`config.mk`:
```
export PLATFORM = sky130hd
export DESIGN_NAME = plot_frame_receiver
export DESIGN_NICKNAME = d
export VERILOG_FILES = /design/src/rtl/plot_frame_receiver.sv
export SDC_FILE = /design/constraint.sdc
export NUM_CORES = 1
export LEC_CHECK = 0
export ABC_CLOCK_PERIOD_IN_PS = 2900
export BUFFER_PORTS_ARGS = -buffer_cell sky130_fd_sc_hd__buf_2
export CORE_MARGIN = 4
export CORE_UTILIZATION = 50
export CTS_BUF_LIST = sky130_fd_sc_hd__clkbuf_4 sky130_fd_sc_hd__clkbuf_8 sky130_fd_sc_hd__clkbuf_16
export DETAILED_ROUTE_END_ITERATION = 10
export GPL_ROUTABILITY_DRIVEN = 0
export PLACE_DENSITY = 0.7
export SLEW_MARGIN = 10
export SYNTH_ARGS = -nofsm -noshare
export SYNTH_HDL_FRONTEND = slang
export SYNTH_SLANG_ARGS = --single-unit
export TNS_END_PERCENT = 20
```
`constraint.sdc`:
```
create_clock -name clk -period 2.9 [get_ports clk]
set_input_delay 0.145 -clock clk [delete_from_list [all_inputs] [get_ports clk]]
set_output_delay 0.145 -clock clk [all_outputs]
set_load 0.02 [all_outputs]
```
`src/rtl/plot_frame_receiver.sv`:
```
// Receive side of the renderer pixel stream: maps (x,y) to a linear framebuffer
// address, buffers writes in a show-ahead FIFO and checks raster order / frame end.
module plot_frame_receiver #(
   parameter int X_MAX      = 159,
   parameter int Y_MAX      = 119,
   parameter int COLOR_W    = 3,
   parameter int ADDR_W     = 15,
   parameter int FIFO_DEPTH = 4
) (
   input  logic               clk,
   input  logic               reset,
   input  logic [7:0]         x,
   input  logic [7:0]         y,
   input  logic [COLOR_W-1:0] color,
   input  logic               plot,
   output logic               in_ready,
   output logic [ADDR_W-1:0]  fb_addr,
   output logic [COLOR_W-1:0] fb_data,
   output logic               fb_we,
   input  logic               fb_ready,
   output logic               frame_done,
   output logic [7:0]         frame_cnt,
   output logic               order_err,
   output logic               range_err,
   output logic [7:0]         drop_cnt
);

   localparam int PTR_W   = $clog2(FIFO_DEPTH);
   localparam int ENTRY_W = ADDR_W + COLOR_W;
   localparam logic [7:0] X_LAST = 8'(X_MAX);
   localparam logic [7:0] Y_LAST = 8'(Y_MAX);
   localparam logic [PTR_W:0] FULL_COUNT = (PTR_W+1)'(FIFO_DEPTH);

   logic [ENTRY_W-1:0] fifoMem [FIFO_DEPTH];
   logic [PTR_W-1:0]   wrPtr;
   logic [PTR_W-1:0]   rdPtr;
   logic [PTR_W:0]     fillCount;
   logic               fifoFull;
   logic               fifoEmpty;
   logic               inRange;
   logic               accept;
   logic               pop;
   logic               lastPixel;
   logic [ADDR_W-1:0]  pixAddr;
   logic [ENTRY_W-1:0] headEntry;
   logic [7:0]         expX;
   logic [7:0]         expY;
   logic [7:0]         nextX;
   logic [7:0]         nextY;

   assign fifoFull  = (fillCount == FULL_COUNT);
   assign fifoEmpty = (fillCount == '0);
   assign inRange   = (x <= X_LAST) && (y <= Y_LAST);
   assign in_ready  = !fifoFull && !reset;
   assign accept    = plot && in_ready && inRange;
   assign pop       = fb_we && fb_ready;
   assign lastPixel = (x == X_LAST) && (y == Y_LAST);

   // Full-width product: in-range coordinates always fit in ADDR_W bits.
   assign pixAddr = ADDR_W'(y) * ADDR_W'(X_MAX + 1) + ADDR_W'(x);

   // Head is read combinationally; outputs read as zero while nothing is queued.
   assign headEntry = fifoMem[rdPtr];
   assign fb_we     = !fifoEmpty;
   assign fb_addr   = fifoEmpty ? '0 : headEntry[ENTRY_W-1:COLOR_W];
   assign fb_data   = fifoEmpty ? '0 : headEntry[COLOR_W-1:0];

   always_comb begin
      nextX = x + 8'd1;
      nextY = y;
      if (x == X_LAST) begin
         nextX = 8'd0;
         nextY = (y == Y_LAST) ? 8'd0 : y + 8'd1;
      end
   end

   // Storage carries no reset; accept is already blocked while reset is high.
   always_ff @(posedge clk) begin
      if (accept) begin
         fifoMem[wrPtr] <= {pixAddr, color};
      end
   end

   always_ff @(posedge clk) begin
      if (reset) begin
         wrPtr      <= '0;
         rdPtr      <= '0;
         fillCount  <= '0;
         expX       <= 8'd0;
         expY       <= 8'd0;
         frame_done <= 1'b0;
         frame_cnt  <= 8'd0;
         order_err  <= 1'b0;
         range_err  <= 1'b0;
         drop_cnt   <= 8'd0;
      end else begin
         if (accept) begin
            wrPtr <= wrPtr + PTR_W'(1);
         end
         if (pop) begin
            rdPtr <= rdPtr + PTR_W'(1);
         end
         case ({accept, pop})
            2'b10:   fillCount <= fillCount + (PTR_W+1)'(1);
            2'b01:   fillCount <= fillCount - (PTR_W+1)'(1);
            default: fillCount <= fillCount;
         endcase

         // Expected position always follows the last accepted pixel, right or wrong.
         if (accept) begin
            if ((x != expX) || (y != expY)) begin
               order_err <= 1'b1;
            end
            expX <= nextX;
            expY <= nextY;
         end

         frame_done <= accept && lastPixel;
         if (accept && lastPixel) begin
            frame_cnt <= frame_cnt + 8'd1;
         end

         if (plot && !inRange) begin
            range_err <= 1'b1;
         end
         if (plot && fifoFull && (drop_cnt != 8'hFF)) begin
            drop_cnt <= drop_cnt + 8'd1;
         end
      end
   end

endmodule

```
==> qor.txt <==
total number of vias = 3703
pwr dens = 649.5 nW/um2
Syn Nets = 498
initial DRC count = 190
dpl hpwl = 7292 um
min setup slack post-route = 0.6748 ns
mapped cell area = 5573 um2
vias per std cell = 5.414
CP peak stage delay = 0.68 ns
final hold viol count = 0
Post-synth EDFFs = 72
Area Overhead vs Synth = 20.50%
TNS Setup = 0 ns
Seq/Total Area, Yosys = 54.60%
post-synth top area share = 38.80%
Netlist cell types = 55
critical-path cell list = buf_4 -> mux4_2 -> and2_1 -> buf_2
Critical Path Sink Type = primary output
Post-synth top flop = edfxtp_1
H-Tree Depth = 4
Slew Limit Fails = 0
Worst path top cell family by delay = flip-flops
Max Clk Rate = 449.4 MHz
Die ar. = 12900 um2
detailed-router iteration count before antenna repair = 5
Sequential Power Share = 42.1%
Area contributors post-synth = edfxtp_1, dfxtp_1, mux4_2, ha_1, xor2_1
crit share post-route = 76.73%
share of async-settable or async-resettable flops after synthesis = 0%
slowest CP cell = dfxtp_1
Buf+Inv Stages, Crit Path = 2
antenna viol nets, final = 0
Worst-Margin Slew = 0.5718 ns
worst path arrival time = 2.08 ns
GRT Resource Usage Total = 17.96%
Clock Path Buffers = 2
worst slack at placement = 0.3755 ns
LEAKAGE = 2.611 nW
post-synthesis instance total = 448
row count = 38
flops & latches, synth = 116
Max Fanout on Critical Path = 12
CTS tree = done
Int Power = 3.339 mW
final std cells w/o fill = 684
share of cells above drive strength 1 = 24.82%
CTS sink count = 116
Clock Skew = 0.01243 ns
DRC = 0
Switching Fraction = 23.46%
die span in x = 113.6 um
Slew HR = 61.83%
number of global-route vias before repair = 3632
total gr overflow = 0
CP Data Required Time = 2.76 ns
yosys warns = 0
Comb power frac = 13.8%
RSZ-0062 raised after global routing = false
DIE HEIGHT = 113.6 um
max_cap viols = 0
largest net degree at the start of global routing = 45
WL/cell = 15.51 um
top-count cell post-synth = edfxtp_1
end-of-flow core utilization = 61.68%
total CTS buffers = 17
Reg clk slew, reported paths = 0.05 ns
CTS root buf = clkbuf_8
Synth top cells by count = edfxtp_1, nor2_1, dfxtp_1
status = finished clean
worst skew pair latency = 0.51 ns
Placed Instances = 643
post-route minimum period = 2.225 ns
first-pass GRT wire length = 17930 um
post-synth top area cell = edfxtp_1
part of the power in the clock network = 44.1%
crit path kind = register to primary output
Switch Pwr = 1.023 mW
Diodes inserted = 0
initial core utilization = 51.18%
initial antenna violation count = 0
Nets = 581
final setup vio count = 0
core area = 10890 um2
startpoint types = register
Port Buffers = 61
Ports = 62
DRT Wirelength = 10610 um
HP Class = input pin to register
mean post-synth cell area = 12.44 um2
maximum vdd drop = 0.3330 mV
-- placed cells by master (no fill, tap or decap), types with 3 or more instances in the layout --
cell type,count
edfxtp_1,72
buf_2,61
nor2_1,45
dfxtp_1,44
xor2_1,31
and2_1,24
nand2_1,24
ha_1,24
a21oi_1,20
xnor2_1,18
mux4_2,18
inv_1,16
clkbuf_16,16
buf_4,14
nand3_1,12
a211oi_1,10
dlygate4sd3_1,9
o21ai_0,7
nand4_1,7
clkbuf_4,7
nor4_1,6
and3_1,4
clkinv_2,4
or3_1,3
mux2i_1,3
fa_1,3
-- cells by family (layout without fill, tap and decap cells) --
group           after synthesis  in the layout  synth area share (%)
compound gates               52             52                 6.085
xor+xnor                     49             49                 7.701
fa+ha+maj                    27             27                 6.466
buf+inv                      36            132                 2.649
flops                       116            116                 54.60
mux                          23             23                 8.217
simple gates                145            145                 14.28
-- state kept, by name, indices dropped and copies added (netlist names), 2 cells and up, named ones only --
name / count
rdPtr: 2
expY: 8
expX: 8
frame_cnt: 8
wrPtr: 2
drop_cnt: 8
fifoMem: 72
fillCount: 3
-- stage by stage --
stage,hold slack (ns),cell area [um2],power (mW)
2_1_floorplan,0.2439,5573,2.288
3_3_place_gp,0.3625,6071,2.451
3_5_place_dp,0.3725,6071,2.468
4_1_cts,0.001471,6715,4.420
5_1_grt,0.02410,6715,4.569
6_report,0.03393,6715,4.362
-- worst register-to-register path: stages (launching register included) --
cell     delay [ns]
dfxtp_1        0.34
nor2_1         0.16
a211o_1        0.25
nor2_1         0.08
inv_1          0.08
ha_1           0.18
inv_1          0.07
fa_1           0.38
xor2_1         0.16
or3_1          0.30
a21oi_1        0.14
-- layer usage --
| layer | GRT usage [%] | vias to the layer above | wire length [um] |
|---|---|---|---|
| met5 | 0 | - | 0 |
| met4 | 6.971 | 0 | 127 |
| met3 | 5.093 | 11 | 496 |
| met2 | 27.95 | 73 | 5190 |
| met1 | 23.96 | 1806 | 4792 |
| li1 | - | 1813 | - |
-- power by group through the flow --
| stage | registers (mW) | clock network (mW) | logic, mW |
|---|---|---|---|
| final | 1.84 | 1.92 | 0.601 |
| after global routing | 1.84 | 2.06 | 0.669 |
| after CTS | 1.84 | 1.97 | 0.609 |
| after detailed placement | 1.87 | 0 | 0.597 |
| after global placement | 1.87 | 0 | 0.581 |
| after floorplan | 1.87 | 0 | 0.421 |
-- path summary, 6_finish.rpt --
check / slack [ns] / start / endpoint / cells past startpoint
worst max-delay path: 0.67 / register / fb_addr[0] / 4
worst min register to register: 0.46 / range_err$_SDFFE_PP0P_ / range_err$_SDFFE_PP0P_ / 2
worst max register to register: 0.69 / fillCount[0]$_SDFFE_PP0P_ / fillCount[2]$_SDFFE_PP0P_ / 10
worst min-delay path: 0.03 / y[6] / frame_done$_SDFF_PP0_ / 3
-- what timing repair did --
item / 4_1_cts / 5_1_grt
setup buffers: 0 / 0
gates resized for setup: 0 / 0
endpoints found under the hold margin: 33 / 0
hold buffers: 9 / 0
endpoints found under the setup margin: 0 / 0
-- layout make-up --
type	instances	area (um2)
Tap cell	140	175.2
Multi-Input combinational cell	296	2382
Fill cell	866	4173
Clock buffer	24	466.7
Inverter	16	60.06
Timing Repair Buffer	84	500.5
Clock inverter	8	87.58
Sequential cell	116	3043
No activity file was read; power rests on OpenSTA's default activity.
